### src/rtl/dvi_tx_timing_if.sv
// rtl/dvi_tx_timing_if.sv - pixel FIFO ready/valid stream into the CH7301C driver
interface dvi_tx_timing_if;
   logic [14:0] pixel_data;
   logic        pixel_valid;
   logic        pixel_ready;

   modport master (output pixel_data, output pixel_valid, input pixel_ready);
   modport slave  (input pixel_data, input pixel_valid, output pixel_ready);
endinterface

### src/rtl/dvi_tx_timing.sv
// rtl/dvi_tx_timing.sv - CH7301C raster timing and IDF=3 RGB555 DDR half-word packer
module dvi_tx_timing #(
   parameter int   H_FRONT_PORCH = 24,
   parameter int   H_SYNC_PULSE  = 136,
   parameter int   H_BACK_PORCH  = 160,
   parameter int   H_VISIBLE     = 1024,
   parameter int   V_FRONT_PORCH = 3,
   parameter int   V_SYNC_PULSE  = 6,
   parameter int   V_BACK_PORCH  = 29,
   parameter int   V_VISIBLE     = 768,
   parameter logic SYNC_POLARITY = 1'b0,
   parameter int   RESET_HOLD    = 16
) (
   input  logic               clk,
   input  logic               rst,
   dvi_tx_timing_if.slave     pix,
   output logic               frame_start,
   output logic               underflow,
   output logic [11:0]        dvi_data_rise,
   output logic [11:0]        dvi_data_fall,
   output logic               dvi_de,
   output logic               dvi_h,
   output logic               dvi_v,
   output logic               dvi_reset_b
);
   localparam int H_TOTAL = H_FRONT_PORCH + H_SYNC_PULSE + H_BACK_PORCH + H_VISIBLE;
   localparam int V_TOTAL = V_FRONT_PORCH + V_SYNC_PULSE + V_BACK_PORCH + V_VISIBLE;
   localparam int HW = $clog2(H_TOTAL + 1);
   localparam int VW = $clog2(V_TOTAL + 1);
   localparam int RW = $clog2(RESET_HOLD + 1);

   localparam logic [HW-1:0] H_LAST      = HW'(H_TOTAL - 1);
   localparam logic [HW-1:0] H_SYNC_END  = HW'(H_SYNC_PULSE);
   localparam logic [HW-1:0] H_DE_START  = HW'(H_SYNC_PULSE + H_BACK_PORCH);
   localparam logic [HW-1:0] H_DE_END    = HW'(H_SYNC_PULSE + H_BACK_PORCH + H_VISIBLE);
   localparam logic [VW-1:0] V_LAST      = VW'(V_TOTAL - 1);
   localparam logic [VW-1:0] V_SYNC_END  = VW'(V_SYNC_PULSE);
   localparam logic [VW-1:0] V_VIS_START = VW'(V_SYNC_PULSE + V_BACK_PORCH);
   localparam logic [VW-1:0] V_VIS_END   = VW'(V_SYNC_PULSE + V_BACK_PORCH + V_VISIBLE);
   localparam logic [RW-1:0] HOLD_LAST   = RW'(RESET_HOLD - 1);

   typedef enum logic [0:0] {S_HOLD, S_RUN} state_t;

   state_t          state_q, state_d;
   logic [RW-1:0]   hold_q, hold_d;
   logic [HW-1:0]   h_cnt;
   logic [VW-1:0]   v_cnt;
   logic            running;
   logic            vis_line;
   logic            h_act, v_act, de_act;
   logic [14:0]     px;

   always_ff @(posedge clk) begin
      if (rst) begin
         state_q <= S_HOLD;
         hold_q  <= '0;
      end else begin
         state_q <= state_d;
         hold_q  <= hold_d;
      end
   end

   always_comb begin
      state_d = state_q;
      hold_d  = hold_q;
      case (state_q)
         S_HOLD: begin
            if (hold_q == HOLD_LAST) state_d = S_RUN;
            else                     hold_d  = hold_q + RW'(1);
         end
         S_RUN:   state_d = S_RUN;
         default: state_d = S_HOLD;
      endcase
   end

   assign running = (state_q == S_RUN);

   // Counters stay frozen at the origin until the chip has been released.
   always_ff @(posedge clk) begin
      if (rst || !running) begin
         h_cnt <= '0;
         v_cnt <= '0;
      end else if (h_cnt == H_LAST) begin
         h_cnt <= '0;
         v_cnt <= (v_cnt == V_LAST) ? '0 : v_cnt + VW'(1);
      end else begin
         h_cnt <= h_cnt + HW'(1);
      end
   end

   assign vis_line = (v_cnt >= V_VIS_START) && (v_cnt < V_VIS_END);
   assign v_act    = running && (v_cnt < V_SYNC_END);
   assign h_act    = running && vis_line && (h_cnt < H_SYNC_END);
   assign de_act   = running && vis_line && (h_cnt >= H_DE_START) && (h_cnt < H_DE_END);

   assign pix.pixel_ready = de_act;
   assign px = pix.pixel_valid ? pix.pixel_data : 15'h0000;

   always_ff @(posedge clk) begin
      if (rst) begin
         dvi_de        <= 1'b0;
         dvi_h         <= ~SYNC_POLARITY;
         dvi_v         <= ~SYNC_POLARITY;
         frame_start   <= 1'b0;
         dvi_reset_b   <= 1'b0;
         dvi_data_rise <= '0;
         dvi_data_fall <= '0;
         underflow     <= 1'b0;
      end else begin
         dvi_de        <= de_act;
         dvi_h         <= h_act ? SYNC_POLARITY : ~SYNC_POLARITY;
         dvi_v         <= v_act ? SYNC_POLARITY : ~SYNC_POLARITY;
         frame_start   <= v_act && (h_cnt == '0) && (v_cnt == '0);
         dvi_reset_b   <= (state_d == S_RUN);
         // P0b carries R and G[4:3]; P0a carries G[2:0] and B.
         dvi_data_rise <= de_act ? {1'b0, px[14:10], px[9:8], 4'h0} : 12'h000;
         dvi_data_fall <= de_act ? {px[7:5], px[4:0], 4'h0} : 12'h000;
         if (de_act && !pix.pixel_valid) underflow <= 1'b1;
      end
   end
endmodule
### src/flat_wrapper.sv
// flat-port wrapper written by rule: the top's interface ports become plain ports
module dvi_tx_timing_flat 
#(
   parameter int   H_FRONT_PORCH = 24,
   parameter int   H_SYNC_PULSE  = 136,
   parameter int   H_BACK_PORCH  = 160,
   parameter int   H_VISIBLE     = 1024,
   parameter int   V_FRONT_PORCH = 3,
   parameter int   V_SYNC_PULSE  = 6,
   parameter int   V_BACK_PORCH  = 29,
   parameter int   V_VISIBLE     = 768,
   parameter logic SYNC_POLARITY = 1'b0,
   parameter int   RESET_HOLD    = 16
)
  (clk, rst, frame_start, underflow, dvi_data_rise, dvi_data_fall, dvi_de, dvi_h, dvi_v, dvi_reset_b, pix_pixel_data, pix_pixel_valid, pix_pixel_ready);
  dvi_tx_timing_if pix_i ();
  input  logic clk;
  input  logic rst;
  output logic frame_start;
  output logic underflow;
  output logic [11:0] dvi_data_rise;
  output logic [11:0] dvi_data_fall;
  output logic dvi_de;
  output logic dvi_h;
  output logic dvi_v;
  output logic dvi_reset_b;
  input wire logic [$bits(pix_i.pixel_data)-1:0] pix_pixel_data;
  input wire logic [$bits(pix_i.pixel_valid)-1:0] pix_pixel_valid;
  output wire logic [$bits(pix_i.pixel_ready)-1:0] pix_pixel_ready;
  assign pix_i.pixel_data = pix_pixel_data;
  assign pix_i.pixel_valid = pix_pixel_valid;
  assign pix_pixel_ready = pix_i.pixel_ready;
  dvi_tx_timing #(.H_FRONT_PORCH(H_FRONT_PORCH), .H_SYNC_PULSE(H_SYNC_PULSE), .H_BACK_PORCH(H_BACK_PORCH), .H_VISIBLE(H_VISIBLE), .V_FRONT_PORCH(V_FRONT_PORCH), .V_SYNC_PULSE(V_SYNC_PULSE), .V_BACK_PORCH(V_BACK_PORCH), .V_VISIBLE(V_VISIBLE), .SYNC_POLARITY(SYNC_POLARITY), .RESET_HOLD(RESET_HOLD)) u_core (.clk(clk), .rst(rst), .pix(pix_i), .frame_start(frame_start), .underflow(underflow), .dvi_data_rise(dvi_data_rise), .dvi_data_fall(dvi_data_fall), .dvi_de(dvi_de), .dvi_h(dvi_h), .dvi_v(dvi_v), .dvi_reset_b(dvi_reset_b));
endmodule
### config.mk
export PLATFORM = sky130hd
export DESIGN_NAME = dvi_tx_timing_flat
export DESIGN_NICKNAME = d
export VERILOG_FILES = /design/src/rtl/dvi_tx_timing_if.sv /design/src/rtl/dvi_tx_timing.sv /design/src/flat_wrapper.sv
export SDC_FILE = /design/constraint.sdc
export NUM_CORES = 1
export LEC_CHECK = 0
export CORE_AREA = 2 2 85 87
export CTS_CLUSTER_DIAMETER = 200
export CTS_CLUSTER_SIZE = 40
export DETAILED_ROUTE_END_ITERATION = 6
export DIE_AREA = 0 0 87 89
export DONT_BUFFER_PORTS = 1
export MAX_ROUTING_LAYER = met4
export SETUP_SLACK_MARGIN = 0.4
export SYNTH_ARGS = -nofsm -noshare
export SYNTH_HDL_FRONTEND = slang
export SYNTH_SLANG_ARGS = --single-unit
export TNS_END_PERCENT = 100
### constraint.sdc
create_clock -name clk -period 2.5 [get_ports clk]
set_input_delay 0.625 -clock clk [delete_from_list [all_inputs] [get_ports clk]]
set_output_delay 0.625 -clock clk [all_outputs]
set_load 0.03 [all_outputs]
==> results of run 1 <==
kinds of logic (layout without fill, tap and decap cells):
family	after synthesis	count (layout)
XOR/XNOR	14	14
buffers and inverters	29	22
AO/OA/AOI/OAI	27	27
multiplexers	1	1
adder cells (fa/ha/maj)	7	7
other	1	9
flip-flops	47	47
AND/OR/NAND/NOR	105	107
metrics by stage:
stage | power (mW) | cells | area [um^2] | hold slack, ns | util
5_1_grt | 1.289 | 314 | 2280 | 0.3738 | 0.3393
4_1_cts | 1.252 | 312 | 2241 | 0.3804 | 0.3335
6_report | 1.233 | 314 | 2280 | 0.3932 | 0.3393
3_5_place_dp | 0.7997 | 302 | 2122 | 0.4583 | 0.3158
2_1_floorplan | 0.8137 | 239 | 2148 | 0.4373 | -
3_3_place_gp | 0.7994 | 302 | 2122 | 0.4558 | 0.3158
state kept, by name, summed over array words and instances, names as in the netlist:
signal / flops
u_core.dvi_data_rise: 7
u_core.underflow: 1
u_core.frame_start: 1
u_core.v_cnt: 10
u_core.hold_q: 5
u_core.dvi_de: 1
u_core.dvi_h: 1
u_core.h_cnt: 11
u_core.dvi_reset_b: 1
u_core.dvi_v: 1
u_core.dvi_data_fall: 8
cell usage after synthesis (2+ instances only):
| library cell | number |
|---|---|
| nor2_1 | 21 |
| xor2_1 | 8 |
| nor4_1 | 2 |
| a21oi_1 | 11 |
| buf_4 | 11 |
| a211oi_1 | 3 |
| and3_1 | 3 |
| nand2b_1 | 3 |
| nand3_1 | 21 |
| nand4_1 | 8 |
| o31ai_1 | 6 |
| inv_1 | 7 |
| buf_6 | 2 |
| dfxtp_1 | 47 |
| nor3_1 | 20 |
| clkbuf_8 | 2 |
| or4_1 | 7 |
| nand2_1 | 8 |
| clkbuf_1 | 4 |
| o21ai_0 | 3 |
| and4_1 | 2 |
| ha_1 | 7 |
| or3_2 | 2 |
| xnor2_1 | 6 |
path summary, 6_finish.rpt:
check | endpoint | slack (ns) | cells after the start
max reg2reg | u_core.v_cnt[5]$_SDFFE_PP0P_ | 0.52 | 4
min | u_core.hold_q[1]$_SDFFE_PP0P_ | 0.39 | 1
max | pix_pixel_ready | -0.08 | 5
min reg2reg | u_core.h_cnt[0]$_SDFF_PP0_ | 0.48 | 1
critical path, delay by kind of cell (launching register included):
kind	cells	cell delay (ns)
AOI/OAI and AO/OA	1	0.23
adders and majority gates	1	0.15
DFF	1	0.35
muxes	1	0.12
and+or+nand+nor	2	0.81
area by class of cell:
type / instances / area (um^2) / share of cell area
clock inverters: 3 / 18.77 / 0.008233
flip-flops and latches: 47 / 945.9 / 0.4149
inverters: 7 / 26.28 / 0.01153
clock buffers: 5 / 68.82 / 0.03019
multi-input cells: 165 / 1067 / 0.4682
well taps: 80 / 100.1 / 0.04391
repair buffers: 7 / 52.55 / 0.02305
per-layer routing:
layer,track usage,up-vias,part of all wire
met5,-,-,0
met4,0.02415,0,0
met3,0.02955,0,0.041
met2,0.1804,43,0.48
met1,0.1511,789,0.48
li1,-,809,-
power by group:
| part | total, mW | switching, mW | internal (mW) | leakage (nW) |
|---|---|---|---|---|
| logic | 0.0264 | 0.0212 | 0.00522 | 0.338 |
| clock network | 0.451 | 0.254 | 0.197 | 0.0483 |
| registers | 0.756 | 0.00351 | 0.752 | 0.381 |
| total | 1.23 | 0.278 | 0.954 | 0.768 |
what timing repair did:
item | 4_1_cts | 5_1_grt
hold endpoints to repair | 0 | 0
pin swaps | 3 | 3
setup buffers | 2 | 0
endpoints found under the setup margin | 7 | 11
resized for setup | 5 | 6
cloned | 0 | 2
==> results_dict.tcl, run 1 <==
set metrics [dict create \
    status "finished with violations" \
    violations "setup timing" \
    crit_arrival_ns 1.95 \
    drt_iter0_markers 49 \
    clock-root-buffer "clkbuf_8" \
    gp_congestion 0.7635 \
    final_common_cell "dfxtp_1" \
    yosysUniqueCellTypes 41 \
    slowest_stage "or4_4" \
    htreeDepth 2 \
    postRouteWirelength_mm 4.489 \
    diodes 0 \
    die_h_um 89 \
    start_util 0.3127 \
    avgRoutedWirePerCell_um 14.30 \
    setup_tns_ns -0.07520 \
    p_per_area_nw_per_um2 540.8 \
    num_io_pins 49 \
    clock-sinks 47 \
    grt_overflow_total 0 \
    path_cells "ha_4 -> or4_4 -> a211oi_4 -> mux2i_2 -> nor3_4" \
    final.setup.worst_slack_ns -0.07520 \
    leakagePower_nw 0.7677 \
    drc 0 \
    synth_area_leaders "dfxtp_1 45%, nand3_1 5.0%, nor3_1 4.8%" \
    ys_ff_latch 47 \
    avgSynthCellArea_um2 9.094 \
    synth_compound_area_frac 0.08457 \
    grt_antenna_before_repair 0 \
    fill_cells 692 \
    die-width_um 87 \
    min_period_ns 2.575 \
    synthMuxAreaShare 0.006552 \
    seq_area_frac_synth 0.4479 \
    final_cell_mix "43 x dfxtp_1, 21 x nor2_1, 20 x nand3_1" \
    async_reset_ff_frac 0 \
    start_kind "flop" \
    nNetsFinal 258 \
    post-dp-hpwl_mm 2.908 \
    synth-simple-area-share 0.2698 \
    track_usage 0.1154 \
    regToRegStartpoint "u_core.h_cnt[6]$_SDFF_PP0_" \
    startpoint "u_core.v_cnt[1]$_SDFFE_PP0P_" \
    first_global_vias 1461 \
    grt_start_max_net_pins 23 \
    fp.dieArea_um2 7743 \
    dp_slack_ns 0.1640 \
    hp-start "rst" \
    grt_setup_unrepaired "yes" \
    hold_viol_final 0 \
    ys_warn_count 0 \
    cts_tree "yes" \
    clock_skew_ns 0.005530 \
    cts.path.max_buffers 2 \
    yosysTopAreaCell "dfxtp_1" \
    synth_top_area_share 0.4479 \
    path_max_fanout 2 \
    critPathMaxStageDelay_ns 0.43 \
    synth_fa_ha_area_frac 0.04169 \
    grt_first_pass_wirelength_mm 6.955 \
    row_count 30 \
    fmax_mhz 388.3 \
    synth_top_family_by_area "simple AND/OR/NAND/NOR gates" \
    synth_area_um2 2101 \
    ant_nets 0 \
    cts_hold_buf 0 \
    drv_slew 0 \
    synthXorXnorAreaFrac 0.05837 \
    finalSetupViolCount 1 \
    hold_path.class "in2reg" \
    drive_above_1_share 0.1496 \
    vdd_drop_max_mv 0.2719 \
    drt_pass1_iterations 4 \
    syn2layout_area_growth_pct 8.517 \
    end_kind "primary output" \
    critPathRequiredTime_ns 1.88 \
    io_buffers 0 \
    cts_made_buffers 5 \
    viasPerCell 5.226 \
    via_count 1641 \
    synth-edff-count 0 \
    clkTransAtPathRegs_ns 0.09 \
    synth-main-ff-cell "dfxtp_1" \
    criticalPathCategory "reg2out" \
    maxCapViolations 0 \
    min_period_over_period 1.030 \
    syn_inst 231 \
    clk_latency_ns 0.29 \
    coreArea_um2 6719 \
]
Power figures use the tool's default switching activity.
==> inputs of run 2 (changes only) <==
--- a/config.mk
+++ b/config.mk
@@ -11,6 +11,7 @@
 export DETAILED_ROUTE_END_ITERATION = 6
 export DIE_AREA = 0 0 87 89
 export DONT_BUFFER_PORTS = 1
+export HOLD_SLACK_MARGIN = 0.06
 export MAX_ROUTING_LAYER = met4
 export SETUP_SLACK_MARGIN = 0.4
 export SYNTH_ARGS = -nofsm -noshare
==> results of run 2 <==
The final DEF is identical to that of run 1; final timing and power are the same.
==> edit (flow settings as in run 1) <==
`V_BACK_PORCH` is set to 29 in 2 places; all go to 58.
--- a/src/rtl/dvi_tx_timing.sv
+++ b/src/rtl/dvi_tx_timing.sv
@@ -8,3 +8,3 @@
    parameter int   V_SYNC_PULSE  = 6,
-   parameter int   V_BACK_PORCH  = 29,
+   parameter int   V_BACK_PORCH  = 58,
    parameter int   V_VISIBLE     = 768,
--- a/src/flat_wrapper.sv
+++ b/src/flat_wrapper.sv
@@ -9,3 +9,3 @@
    parameter int   V_SYNC_PULSE  = 6,
-   parameter int   V_BACK_PORCH  = 29,
+   parameter int   V_BACK_PORCH  = 58,
    parameter int   V_VISIBLE     = 768,
Formal check against the unedited RTL: same outputs for any inputs over 10 cycles, from zero or initial values and one cycle with rst high; that may be too few to reach the edited logic, so the function may still have changed.
==> edit against run 1 <==
Worst setup slack improved by 0.53 ns. Final area is 3.2% higher. Sequential cell count is the same. Synthesized area up 0.54%. Final cell count is 2.5% higher. Die area unchanged. Total power is 2.1% higher. Wire length down 8.2%. Critical endpoint unchanged.
==> edit: results (changes against run 1) <==
==================================================================================
Run status                                                            finished clean
Largest clock skew in the final design                                  0.00713 ns   +0.00160 ns
Worst reg2reg path depth                                                         5   +1
# hold bufs at CTS                                                               0   unchanged
Peak VDD IR                                                               0.289 mV   +6.3%
Filler Cells Inserted                                                          688   -0.58%
Ratio of routed vias to standard cells                                        4.82   -7.7%
Register area share after synthesis                                          0.445   -0.00239
Maximum number of pins on one net before global-route repair                    17   -26%
Cell types with the largest area share after synthesis                dfxtp_1 (45%), nor2_1 (7.5%), xnor2_1 (4.6%), nand2_1 (4.3%), ha_1 (4.1%)
Distinct cells, synth                                                           40   -2.4%
Total global routing track utilization                                       0.108   -0.00695
Number of global-route vias before repair                                    1,376   -5.8%
Share of final-layout standard cells stronger than drive strength 1          0.178   +0.0281
R2R Path End                                                          u_core.v_cnt[9]
Worst slack at placement                                                  0.308 ns   +0.144 ns
Switching power                                                             303 µW   +9.0%
Detailed-route wire length                                                 4.12 mm   -8.2%
Drt first-iter violations                                                       51   +4.1%
Global-route wire length before repair                                     6.56 mm   -5.7%
FF-to-FF setup slack                                                       0.47 ns   -0.05 ns
Number of antenna violations at the first check in global routing                0   unchanged
Hold endpoint                                                         u_core.dvi_reset_b
Worst flop-to-flop path startpoint                                    u_core.h_cnt[0]
Leading cell types by count after synthesis                           dfxtp_1 (47), nor2_1 (42), nand2_1 (24)
HPWL after detailed placement                                              2.84 mm   -2.3%
GP Congestion                                                                0.823   +7.8%
==================================================================================
edit: stage by stage:
step | area, µm² | power [µW] | std cells
finish | 2350 | 1260 | 322
global route | 2350 | 1310 | 322
global placement | 2120 | 808 | 308
floorplan | 2150 | 818 | 246
detailed placement | 2120 | 809 | 308
CTS | 2240 | 1270 | 317
edit: worst max path at each step:
stage | startpoint | to | slack [ns] | depth (start not counted)
after global routing | u_core.v_cnt[9] | pix_pixel_ready | 0.38 | 4
after detailed placement | u_core.h_cnt[0] | u_core.v_cnt[6] | 0.31 | 5
after global placement | u_core.h_cnt[0] | u_core.v_cnt[9] | 0.41 | 5
after floorplan | u_core.h_cnt[9] | pix_pixel_ready | 0.41 | 7
after CTS | u_core.v_cnt[6] | pix_pixel_ready | 0.35 | 4
final | u_core.h_cnt[8] | pix_pixel_ready | 0.45 | 4
edit: logic make-up after synthesis:
family,after synthesis,share of synthesized area
buffers and inverters,30,0.0883
xor gates and xnor gates,17,0.0705
DFF,47,0.445
and+or+nand+nor,117,0.290
AOI/OAI and AO/OA,18,0.0581
muxes,1,0.00474
adders and majority gates,7,0.0415
other,1,0.00178
edit: what timing repair did:
| action | 4_1_cts | 5_1_grt |
|---|---|---|
| resized for setup | 11 | 19 |
| endpoints found under the setup margin | 8 | 3 |
| cloned | 0 | 0 |
| buffers inserted | 1 | 5 |
| pin swaps | 1 | 5 |
edit: layout make-up:
cell class,count,share of cell area
Inverter,10,0.0181
Clock buffer,5,0.0293
Timing Repair Buffer,8,0.0255
Clock inverter,3,0.00957
Tap cell,80,0.0426
Sequential cell,47,0.412
Multi-Input combinational cell,169,0.463
edit: layer usage:
layer  global-route usage  up-vias  part of all wire
li1                     -      794                 -
met1                0.145      714              0.48
met2                0.158       40              0.45
met3               0.0369        5             0.060
met4               0.0256        0            0.0056
met5                    -        -                 0
edit: power by group through the flow:
stage,clock [µW],combinational [µW],sequential (µW)
finish,473,36.1,749
global route,519,41.0,750
CTS,482,35.9,756
detailed placement,0,35.9,773
global placement,0,35.2,773
floorplan,0,45.4,773
edit: critical path, stage by stage, from the launching register on:
cell	delay [ns]
dfxtp_4	0.37
a21o_2	0.23
a211oi_4	0.26
nand4bb_4	0.16
clkinv_4	0.11
